<file path="src/rtl/nand_cmd_addr_seq.sv">
// NAND command/address pin sequencer: walks cmd1, up to five address bytes and
// an optional cmd2 onto the pads with programmable setup/hold/gap/tWB timing.
module nand_cmd_addr_seq #(
  parameter int T_CS   = 4,
  parameter int T_BYTE = 2,
  parameter int T_CAD  = 3,
  parameter int T_WB   = 10
) (
  input  logic        CLK,
  input  logic        RST_N,
  input  logic        req_valid,
  output logic        req_ready,
  input  logic        req_chip,
  input  logic [7:0]  req_cmd1,
  input  logic [2:0]  req_naddr,
  input  logic [39:0] req_addr,
  input  logic        req_has_cmd2,
  input  logic [7:0]  req_cmd2,
  output logic [1:0]  cen,
  output logic        cle,
  output logic        ale,
  output logic        wrn,
  output logic [7:0]  dq_out,
  output logic        dq_oe,
  output logic        busy,
  output logic        done
);

  typedef enum logic [2:0] {
    S_IDLE, S_CE_SETUP, S_BYTE, S_GAP, S_WAIT_WB, S_DONE
  } state_t;

  localparam logic [7:0] CS_LAST   = 8'(T_CS - 1);
  localparam logic [7:0] BYTE_LAST = 8'(T_BYTE - 1);
  localparam logic [7:0] CAD_LAST  = 8'(T_CAD - 1);
  localparam logic [7:0] WB_LAST   = 8'(T_WB - 1);

  state_t      state_q, state_d;
  logic [7:0]  cnt_q, cnt_d;
  logic [2:0]  idx_q, idx_d;
  logic        chip_q, chip_d;
  logic [7:0]  cmd1_q, cmd1_d;
  logic [2:0]  naddr_q, naddr_d;
  logic [39:0] addr_q, addr_d;
  logic        has2_q, has2_d;
  logic [7:0]  cmd2_q, cmd2_d;
  logic [2:0]  last_idx_q;

  logic [1:0]  cen_q, cen_d;
  logic        cle_q, cle_d;
  logic        ale_q, ale_d;
  logic [7:0]  dq_q, dq_d;
  logic        oe_q, oe_d;
  logic        done_q, done_d;

  // Index of the final byte in the list (cmd1 is index 0).
  assign last_idx_q = naddr_q + {2'b00, has2_q};

  always_ff @(posedge CLK or negedge RST_N) begin
    if (!RST_N) begin
      state_q <= S_IDLE;
      cnt_q   <= '0;
      idx_q   <= '0;
      chip_q  <= 1'b0;
      cmd1_q  <= '0;
      naddr_q <= '0;
      addr_q  <= '0;
      has2_q  <= 1'b0;
      cmd2_q  <= '0;
      cen_q   <= 2'b11;
      cle_q   <= 1'b0;
      ale_q   <= 1'b0;
      dq_q    <= '0;
      oe_q    <= 1'b0;
      done_q  <= 1'b0;
    end else begin
      state_q <= state_d;
      cnt_q   <= cnt_d;
      idx_q   <= idx_d;
      chip_q  <= chip_d;
      cmd1_q  <= cmd1_d;
      naddr_q <= naddr_d;
      addr_q  <= addr_d;
      has2_q  <= has2_d;
      cmd2_q  <= cmd2_d;
      cen_q   <= cen_d;
      cle_q   <= cle_d;
      ale_q   <= ale_d;
      dq_q    <= dq_d;
      oe_q    <= oe_d;
      done_q  <= done_d;
    end
  end

  always_comb begin
    state_d = state_q;
    cnt_d   = cnt_q;
    idx_d   = idx_q;
    chip_d  = chip_q;
    cmd1_d  = cmd1_q;
    naddr_d = naddr_q;
    addr_d  = addr_q;
    has2_d  = has2_q;
    cmd2_d  = cmd2_q;
    case (state_q)
      S_IDLE: begin
        cnt_d = '0;
        idx_d = '0;
        if (req_valid) begin
          state_d = S_CE_SETUP;
          chip_d  = req_chip;
          cmd1_d  = req_cmd1;
          naddr_d = (req_naddr > 3'd5) ? 3'd5 : req_naddr;
          addr_d  = req_addr;
          has2_d  = req_has_cmd2;
          cmd2_d  = req_cmd2;
        end
      end
      S_CE_SETUP: begin
        if (cnt_q == CS_LAST) begin
          state_d = S_BYTE;
          cnt_d   = '0;
        end else begin
          cnt_d = cnt_q + 8'd1;
        end
      end
      S_BYTE: begin
        if (cnt_q == BYTE_LAST) begin
          state_d = S_GAP;
          cnt_d   = '0;
        end else begin
          cnt_d = cnt_q + 8'd1;
        end
      end
      S_GAP: begin
        if (cnt_q == CAD_LAST) begin
          cnt_d = '0;
          if (idx_q == last_idx_q) begin
            state_d = S_WAIT_WB;
          end else begin
            state_d = S_BYTE;
            idx_d   = idx_q + 3'd1;
          end
        end else begin
          cnt_d = cnt_q + 8'd1;
        end
      end
      S_WAIT_WB: begin
        if (cnt_q == WB_LAST) begin
          state_d = S_DONE;
          cnt_d   = '0;
        end else begin
          cnt_d = cnt_q + 8'd1;
        end
      end
      S_DONE:  state_d = S_IDLE;
      default: state_d = S_IDLE;
    endcase
  end

  // Pad outputs are decoded from the next state so they land in flops and
  // line up with the state they describe.
  logic [2:0]  last_idx_d;
  logic [2:0]  aidx;
  logic [39:0] addr_sh;
  logic        is_cmd;
  logic [7:0]  cur_byte;
  logic [1:0]  cen_active;

  always_comb begin
    last_idx_d = naddr_d + {2'b00, has2_d};
    aidx       = idx_d - 3'd1;
    addr_sh    = addr_d >> {aidx, 3'b000};
    is_cmd     = (idx_d == 3'd0) || (has2_d && (idx_d == last_idx_d));
    if (idx_d == 3'd0) begin
      cur_byte = cmd1_d;
    end else if (is_cmd) begin
      cur_byte = cmd2_d;
    end else begin
      cur_byte = addr_sh[7:0];
    end
    cen_active = chip_d ? 2'b01 : 2'b10;

    cen_d  = 2'b11;
    cle_d  = 1'b0;
    ale_d  = 1'b0;
    dq_d   = dq_q;
    oe_d   = 1'b0;
    done_d = 1'b0;
    case (state_d)
      S_CE_SETUP, S_GAP, S_WAIT_WB: cen_d = cen_active;
      S_BYTE: begin
        cen_d = cen_active;
        dq_d  = cur_byte;
        oe_d  = 1'b1;
        cle_d = is_cmd;
        ale_d = !is_cmd;
      end
      S_DONE:  done_d = 1'b1;
      default: cen_d = 2'b11;
    endcase
  end

  assign req_ready = (state_q == S_IDLE);
  assign busy      = (state_q != S_IDLE);
  assign wrn       = 1'b1;
  assign cen       = cen_q;
  assign cle       = cle_q;
  assign ale       = ale_q;
  assign dq_out    = dq_q;
  assign dq_oe     = oe_q;
  assign done      = done_q;

endmodule

</file>
<file path="config.mk">
export PLATFORM = sky130hd
export DESIGN_NAME = nand_cmd_addr_seq
export DESIGN_NICKNAME = d
export VERILOG_FILES = /design/src/rtl/nand_cmd_addr_seq.sv
export SDC_FILE = /design/constraint.sdc
export NUM_CORES = 1
export LEC_CHECK = 0
export ABC_CLOCK_PERIOD_IN_PS = 3610
export BUFFER_PORTS_ARGS = -buffer_cell sky130_fd_sc_hd__buf_2
export CORE_MARGIN = 10
export CORE_UTILIZATION = 50
export DETAILED_ROUTE_END_ITERATION = 16
export GPL_TIMING_DRIVEN = 0
export HOLD_SLACK_MARGIN = 0.12
export PLACE_DENSITY_LB_ADDON = 0.25
export REMOVE_ABC_BUFFERS = 1
export SETUP_SLACK_MARGIN = 0.2
export SLEW_MARGIN = 20
export SYNTH_ARGS = -nofsm -noshare
export SYNTH_HDL_FRONTEND = slang
export SYNTH_SLANG_ARGS = --single-unit
</file>
<file path="constraint.sdc">
create_clock -name CLK -period 3.61 [get_ports CLK]
set_input_delay 0 -clock CLK [delete_from_list [all_inputs] [get_ports CLK]]
set_output_delay 0 -clock CLK [all_outputs]
set_load 0.02 [all_outputs]
</file>
==> results.md, run 1 <==
- Final #Nets: about 700
- Reg clk slew, reported paths: ~100 ps
- Clock power share: 0.158
- Die Wd: about 110 um
- Commonest cells in the netlist: nand2_1 (192), dfrtp_1 (87), nand3_1 (16), mux2_2 (15), o21ai_0 (11)
- Post-synth top area cell: dfrtp_1
- P per Cell Area: just under 800 mW/mm2
- Synth Instances: 480
- Total chip power: 4.63 mW
- Setup CP Type: reg2reg
- Setup TNS: 0 ps
- YS warnings: 0
- Worst EP arrival: 3520 ps
- Vias in the first global route: 3876
- Pins Over Slew Limit: 0
- # diodes: 0
- Seq pwr share: 0.349
- Most instantiated library cell after synthesis: nand2_1
- Slowest stage cell, crit path: dfrtp_1
- Die H: between 100 and 150 um
- Port-buffer cells: 79
- CTS Buf Count: 9
- Worst path cell trace: ha_1 > ha_1 > xnor2_1 > and3_2 > o211ai_2 > o31ai_4 > buf_6 > inv_1 > ha_1 > nor2_1 > mux2_2 > a22oi_1 > nand4b_1 > a22o_1
- Final ANT Viol Nets: 0
- Grt ovf: 0
- DPL Wire Length: 7.48 mm
- P&R area growth vs syn: 33.4%
- Top cell type's share of synthesized area: 0.485
- GPL Wtd Cong: slightly above 0.8
- Worst Setup End Kind: register
- Worst Path Max Fanout: 7
- Setup Skew: 14.9 ps
- Slowest Stage Delay on Critical Path: about 400 ps
- Clk sinks: slightly below 90
- Worst-margin pin slew: ~600 ps
- Placed Area: around 0.0050 mm2
- Outcome: complete, no violations
- Iter 0 DRT Violations: 170
- Sequential area share after synthesis: 0.497
- Global-route wire length before repair: around 19 mm
- Final Cycle Share: 0.901
- Achievable clock frequency: 307 MHz
- Cell mode on critical path: ha_1
- CTS tree: yes
- Required @ worst endpoint: 3880 ps
- Hold Crit Class: in2reg
- Worst slew margin: 0.600
- Synthesized area: around 0.0045 mm2
- Avg Vias per Cell: about 5.2
- Core area: approximately 0.0087 mm2
- Netlist cell types: 57
- Drt pass-1 iters: 4
- Pin count of the biggest net entering global routing: 61
- H-tree levels: 3
- CP top delay family: adder cells
- Row count: 34
- Peak supply drop: 0.419 mV
- Ys async rst share: 1.00
- Number of flops mapped to enable cells by yosys: 0
- Leak: between 2 and 3 nW
- Antenna violations before repair: 0
- DRC: 0
- CP Launch Type: register
- Starting Density: 0.515
- Routed WL: 11.4 mm
- RSZ-0062 raised after global routing: yes
- Drt wl/cell: between 15 and 20 um
- Gr usage total: 0.172
- Psw: around 1.9 mW
- Sw frac: 0.403
- Logic pwr share: 0.493
- Int Pwr: ~2.8 mW
- Register bit total from synthesis: 89
- Clk_lat worst skew: between 300 and 400 ps
- Tmin final: 3250 ps
- Hold Violations, Final: 0
- Ys flop type: dfrtp_1
- WP buf/inv: 2
- Area contributors post-synth: dfrtp_1 (48%), nand2_1 (16%), mux2_2 (3.8%)
- Routed vias: around 3800
- Clock Path Buffers: 2
- Layout cell share with drive strength beyond 1: 0.251
- Total Die Area: about 0.013 mm2
- CTS root buf: clkbuf_8
- Max-cap violation count: 0
- Final number of setup-violating endpoints: 0
- Mean area per synthesized cell: 9.36 um2
- Post-route cell area: approximately 0.0060 mm2
- I/O pin count: 81
metrics by stage:
stage | util | worst slack, ps | hold WS, ps | instances
3_5_place_dp | 0.573 | -214 | 51.0 | 649
5_1_grt | 0.687 | 169 | 189 | 738
3_3_place_gp | 0.561 | -1460 | 215 | 642
6_report | 0.687 | 357 | 174 | 738
4_1_cts | 0.676 | 217 | 125 | 731
2_1_floorplan | - | -501 | -296 | 455
layer usage:
metal / vias up / part of all wire / GRT usage / routed length (um)
met5: - / 0 / 0 / 0
met4: 0 / 0.012 / 0.0437 / 137
met3: 12 / 0.043 / 0.0432 / 484
met2: 78 / 0.50 / 0.287 / 5660
met1: 1838 / 0.45 / 0.219 / 5090
li1: 1911 / - / - / -
registers in the layout, indices dropped and copies added, names as in the netlist:
name / cells
addr_q: 40
chip_q: 1
naddr_q: 3
dq_out: 8
idx_q: 3
state_q: 3
cmd1_q: 8
cnt_q: 8
cle: 1
has2_q: 1
cen: 2
ale: 1
done: 1
dq_oe: 1
cmd2_q: 8
worst paths after layout:
| path | end | slack (ps) | startpoint | cells past startpoint |
|---|---|---|---|---|
| worst max-delay path | dq_out[1]$_DFFE_PN0P_ | 360 | naddr_q[0]$_DFF_PN0_ | 14 |
| worst min-delay path | addr_q[30]$_DFF_PN0_ | 170 | req_valid | 4 |
| worst max register to register | dq_out[1]$_DFFE_PN0P_ | 360 | naddr_q[0]$_DFF_PN0_ | 14 |
| worst min register to register | addr_q[19]$_DFF_PN0_ | 480 | addr_q[19]$_DFF_PN0_ | 2 |
| max in group asynchronous | dq_out[6]$_DFFE_PN0P_ | 2790 | RST_N | 3 |
| min in group asynchronous | addr_q[12]$_DFF_PN0_ | 180 | RST_N | 2 |
layout make-up:
| type | count | area (um2) |
|---|---|---|
| Timing Repair Buffer | 158 | 1200 |
| Clock buffer | 10 | 138 |
| Clock inverter | 6 | 73.8 |
| Tap cell | 108 | 135 |
| Fill cell | 673 | 2730 |
| Multi-Input combinational cell | 359 | 2180 |
| Inverter | 8 | 30.0 |
| Sequential cell | 89 | 2230 |
placed cells by master (no fill, tap or decap), types with 2 or more instances in the layout:
| cell | instances |
|---|---|
| nor2b_1 | 6 |
| nand3_1 | 16 |
| ha_1 | 9 |
| nand4b_1 | 8 |
| buf_4 | 9 |
| nor4b_4 | 3 |
| and3_1 | 3 |
| a22oi_1 | 4 |
| nand2b_1 | 7 |
| o221a_2 | 6 |
| nor2_1 | 9 |
| mux2_4 | 2 |
| mux2_2 | 15 |
| a22o_1 | 6 |
| o211ai_1 | 3 |
| o21ai_0 | 11 |
| dfrtp_1 | 87 |
| inv_1 | 6 |
| buf_12 | 2 |
| o31ai_1 | 4 |
| clkbuf_8 | 10 |
| a22oi_2 | 2 |
| or2_2 | 3 |
| dfstp_2 | 2 |
| xnor2_1 | 6 |
| buf_6 | 4 |
| and2_1 | 3 |
| clkinvlp_4 | 2 |
| a21oi_1 | 6 |
| nor3_1 | 3 |
| mux2i_1 | 3 |
| dlygate4sd3_1 | 64 |
| nand2_1 | 191 |
| buf_2 | 78 |
kinds of logic (layout without fill, tap and decap cells):
logic type                 after synthesis  after routing  synth area share
other                                    1              1          0.000835
AOI/OAI and AO/OA                       53             53            0.0906
adders and majority gates               10             10            0.0279
and+or+nand+nor                        263            264             0.268
buffers and inverters                   33            182            0.0359
DFF                                     89             89             0.497
xor gates and xnor gates                10             10            0.0259
muxes                                   21             21            0.0541
power by group through the flow:
stage | Sequential, mW | Clock [mW] | Combinational [mW]
after global placement | 1.61 | 0 | 1.98
after global routing | 1.66 | 0.783 | 2.54
after detailed placement | 1.63 | 0 | 2.09
final | 1.62 | 0.733 | 2.28
after CTS | 1.62 | 0.743 | 2.21
after floorplan | 1.66 | 0 | 1.47
worst register-to-register path: cells and delay by family, from the launching register on:
family	cells	cell delay, ps
adder cells (fa/ha/maj)	3	790
AND/OR/NAND/NOR	3	430
flip-flops	1	400
multiplexers	1	360
AO/OA/AOI/OAI	4	780
buffers and inverters	2	270
XOR/XNOR	1	130
timing repair:
item / 4_1_cts / 5_1_grt
pin swaps: 1 / 3
gates cloned: 0 / 1
endpoints found under the setup margin: 10 / 8
gates resized for setup: 6 / 3
hold endpoints to repair: 128 / 0
hold buffers: 64 / 0
buffers inserted: 2 / 6
Note: power is estimated with default switching activity, not from simulation.
==> inputs of run 2 (changes only) <==
--- a/config.mk
+++ b/config.mk
@@ -5,11 +5,10 @@
 export SDC_FILE = /design/constraint.sdc
 export NUM_CORES = 1
 export LEC_CHECK = 0
-export ABC_CLOCK_PERIOD_IN_PS = 3610
-export BUFFER_PORTS_ARGS = -buffer_cell sky130_fd_sc_hd__buf_2
 export CORE_MARGIN = 10
 export CORE_UTILIZATION = 50
 export DETAILED_ROUTE_END_ITERATION = 16
+export DONT_BUFFER_PORTS = 1
 export GPL_TIMING_DRIVEN = 0
 export HOLD_SLACK_MARGIN = 0.12
 export PLACE_DENSITY_LB_ADDON = 0.25
==> run 2 against run 1 <==
The run now fails in 4_1_cts. Synthesized area unchanged. Synthesized cell count stayed put.
==> results.md, run 2 <==
- Area contributors post-synth: dfrtp_1 (48%), nand2_1 (16%), mux2_2 (3.8%) (unchanged)
- Ys flop type: dfrtp_1 (unchanged)
- Mux contribution to synthesized area: 0.0541 (unchanged)
- CTS Buf Count: 9 (unchanged)
- Most instantiated library cell after synthesis: nand2_1 (unchanged)
- DPL Wire Length: 7.28 mm (was 7.48 mm)
- Simple-gate share of the synthesized area: 0.268 (unchanged)
- GPL Wtd Cong: 0.799 (was 0.822)
- Largest family of logic cells by synthesized area: simple AND/OR/NAND/NOR gates (unchanged)
- Synth Instances: 480 (unchanged)
- Sequential area share after synthesis: 0.497 (unchanged)
- Post-Place Setup Slack: -286 ps (was -214 ps)
- I/O pin count: 81 (unchanged)
- Top cell type's share of synthesized area: 0.485 (unchanged)
- Register bit total from synthesis: 89 (unchanged)
- Synthesized area: 0.00449 mm2 (unchanged)
- H-tree levels: 3 (unchanged)
- Synth Area in Adders: 0.0279 (unchanged)
- Die Wd: 115 um (unchanged)
- Post-cts repair resize count: 10 (was 6)
- Die H: 115 um (unchanged)
- Hold_buf cts: 119 (was 64)
- Row count: 34 (unchanged)
- Stop err: [ERROR RSZ-0060] Max buffer count reached.
- Starting Density: 0.515 (unchanged)
- Netlist cell types: 57 (unchanged)
- Post-synthesis compound-gate area fraction: 0.0906 (unchanged)
- Number of flops mapped to enable cells by yosys: 0 (unchanged)
- CTS root buf: clkbuf_8 (unchanged)
- YS warnings: 0 (unchanged)
- Clk sinks: 89 (unchanged)
- Commonest cells in the netlist: nand2_1 (192), dfrtp_1 (87), nand3_1 (16), mux2_2 (15), o21ai_0 (11) (unchanged)
- Xor/xnor share of the synthesized area: 0.0259 (unchanged)
- Ys async rst share: 1.00 (unchanged)
- Mean area per synthesized cell: 9.36 um2 (unchanged)
- Clock Path Buffers: 2 (unchanged)
- Port-buffer cells: 0 (was 79)
- Outcome: did not finish (was complete, no violations)
- Halt Stage: 4_1_cts
- Post-synth top area cell: dfrtp_1 (unchanged)
- Postcts setup bufs: 5 (was 2)
==> run 2: cell counts after synthesis <==
Identical to the previous run, type by type.
==> run 2: logic make-up after synthesis <==
| logic type | after synthesis |
|---|---|
| XOR/XNOR | 10 |
| adder cells (fa/ha/maj) | 10 |
| AO/OA/AOI/OAI | 53 |
| flip-flops | 89 |
| other | 1 |
| AND/OR/NAND/NOR | 263 |
| multiplexers | 21 |
| buffers and inverters | 33 |
==> run 2: per-stage QoR <==
stage / setup TNS [ps] / area (um2) / util / instances / hold slack (ps)
2_1_floorplan: -4370 / 4360 / - / 455 / -296
3_5_place_dp: -1780 / 4560 / 0.523 / 568 / -292
3_3_place_gp: -17560 / 4490 / 0.515 / 563 / -291
==> inputs of run 3 (changes only) <==
--- a/config.mk
+++ b/config.mk
@@ -6,14 +6,12 @@
 export NUM_CORES = 1
 export LEC_CHECK = 0
 export CORE_MARGIN = 10
-export CORE_UTILIZATION = 50
+export CORE_UTILIZATION = 35
 export DETAILED_ROUTE_END_ITERATION = 16
 export DONT_BUFFER_PORTS = 1
 export GPL_TIMING_DRIVEN = 0
-export HOLD_SLACK_MARGIN = 0.12
-export PLACE_DENSITY_LB_ADDON = 0.25
+export PLACE_DENSITY_LB_ADDON = 0.15
 export REMOVE_ABC_BUFFERS = 1
-export SETUP_SLACK_MARGIN = 0.2
 export SLEW_MARGIN = 20
 export SYNTH_ARGS = -nofsm -noshare
 export SYNTH_HDL_FRONTEND = slang
==> run 3 against run 2 <==
The run now ends clean.
==> results.md, run 3 (synthesis gave the netlist of run 1 again) <==
- CTS Buf Count: 9 (unchanged)
- Worst hold slack: around 38 ps
- Final number of setup-violating endpoints: 0
- Clk sinks: 89 (unchanged)
- Hold Crit Class: in2reg
- Max reg flops: 40
- Total Die Area: about 0.018 mm2
- Port-buffer cells: 0 (unchanged)
- GPL Wtd Cong: 0.774 (was 0.799)
- Outcome: complete, no violations (was did not finish)
- Final Cycle Share: 0.929
- Gr usage total: 0.141
- RSZ-0062 raised after global routing: no
- Leading cell types in the layout, fill and taps excluded: nand2_1 (191), dfrtp_1 (86), dlygate4sd3_1 (84), nand3_1 (16), mux2_2 (15)
- H-tree levels: 3 (unchanged)
- Vias in the first global route: between 3000 and 4000
- Tmin final: approximately 3400 ps
- Layout cell share with drive strength beyond 1: 0.126
- Final #Nets: around 630
- Commonest non-fill, non-tap cell in the layout: nand2_1
- DPL Wire Length: 7.81 mm (was 7.28 mm)
- CP top delay family: simple AND/OR/NAND/NOR gates
- Final ANT Viol Nets: 0
- Reg2Reg Depth: 13
- Peak supply drop: approximately 0.27 mV
- Required @ worst endpoint: 3850 ps
- Antenna violations before repair: 0
- Core area: 0.0126 mm2
- Global-route wire length before repair: approximately 20 mm
- Routed WL: around 12 mm
- Worst Setup End Kind: register
- Hold depth: 2
- CTS root buf: clkbuf_16 (was clkbuf_8)
- Pin count of the biggest net entering global routing: 90
- Critical Path Stages: 13
- Worst slew margin: 0.503
- Die H: 133 um (was 115 um)
- Starting Density: 0.357 (was 0.515)
- Avg Vias per Cell: about 4.8
- Die Wd: 133 um (was 115 um)
- Setup TNS: 0 ps
- Clock Path Buffers: 2 (unchanged)
- Routed vias: approximately 3600
- Clk_lat worst skew: 350 ps
- Leak: between 2 and 3 nW
- Grt ovf: 0
- I/O pin count: 81 (unchanged)
- Max-cap violation count: 0
- Hold Violations, Final: 0
- Slowest stage cell, crit path: nor3_4
- Drt wl/cell: between 15 and 20 um
- Layout filler cell count: 1211
- Worst EP arrival: 3600 ps
- WP buf/inv: 1
- Achievable clock frequency: roughly 300 MHz
- CTS tree: yes
- Row count: 41 (was 34)
- Worst-margin pin slew: between 700 and 800 ps
- DRC: 0
- Slowest Stage Delay on Critical Path: roughly 680 ps
- Most flop-heavy register: addr_q
- Setup CP Type: reg2reg
- Worst path cell trace: nor3_4 > nand2_8 > nand2_1 > nand2_1 > ha_1 > ha_1 > xor2_2 > nor2_1 > mux2_2 > nand4_1 > buf_4 > o221a_2 > a22o_1
- P per Cell Area: 828 mW/mm2
- CP Launch Type: register
- P&R area growth vs syn: 30.8%
- Reg clk slew, reported paths: ~70 ps
- Iter 0 DRT Violations: 262
- # diodes: 0
- Pins Over Slew Limit: 0
- Worst Path Max Fanout: 30
- Setup Skew: about 6 ps
- Drt pass-1 iters: 4
-- run 3: what timing repair did --
| item | CTS | global route |
|---|---|---|
| hold buffers | 85 | 0 |
| endpoints found under the hold margin | 153 | 0 |
| resized for setup | 2 | 4 |
| pin swaps | 2 | 3 |
| setup endpoints to repair | 10 | 8 |
| setup buffers | 1 | 1 |
| gates cloned | 1 | 0 |
-- run 3: power by group --
part           total [mW]  switching, mW  internal [mW]
sequential           1.71          0.289           1.42
clock               0.946          0.410          0.536
combinational        2.21           1.19           1.02
-- run 3: routing by layer --
metal / global-route usage / share of wire / vias up
met2: 0.229 / 0.47 / 62
li1: - / - / 1774
met3: 0.0376 / 0.046 / 16
met1: 0.176 / 0.46 / 1716
met5: 0 / 0 / -
met4: 0.0520 / 0.018 / 0
-- run 3: area by class of cell --
| class | count | area (um2) | area share |
|---|---|---|---|
| sequential | 89 | 2230 | 0.380 |
| multi-input combinational | 359 | 2160 | 0.368 |
| timing repair buffer | 93 | 940 | 0.160 |
| clock buffer | 9 | 225 | 0.0384 |
| tap | 172 | 215 | 0.0367 |
| clock inverter | 7 | 70.1 | 0.0119 |
| inverter | 8 | 30.0 | 0.00511 |
-- run 3: worst paths after layout --
path | startpoint | endpoint | slack (ps)
worst max-delay path | state_q[0]$_DFF_PN0_ | dq_out[3]$_DFFE_PN0P_ | 260
worst min-delay path | req_valid | naddr_q[2]$_DFF_PN0_ | 40
worst max register to register | state_q[0]$_DFF_PN0_ | dq_out[3]$_DFFE_PN0P_ | 260
worst min register to register | addr_q[29]$_DFF_PN0_ | addr_q[29]$_DFF_PN0_ | 470
max in group asynchronous | RST_N | idx_q[0]$_DFF_PN0_ | 3010
min in group asynchronous | RST_N | addr_q[12]$_DFF_PN0_ | 250
-- run 3: through the flow --
step / power, mW / cells / area (um2) / setup WS [ps] / util
floorplan: 3.12 / 455 / 4360 / -501 / -
global placement: 3.54 / 627 / 4570 / -1810 / 0.364
detailed placement: 3.63 / 633 / 4650 / -361 / 0.370
CTS: 4.89 / 736 / 5850 / 98.1 / 0.465
global route: 5.27 / 737 / 5870 / 11.6 / 0.467
finish: 4.86 / 737 / 5870 / 257 / 0.467
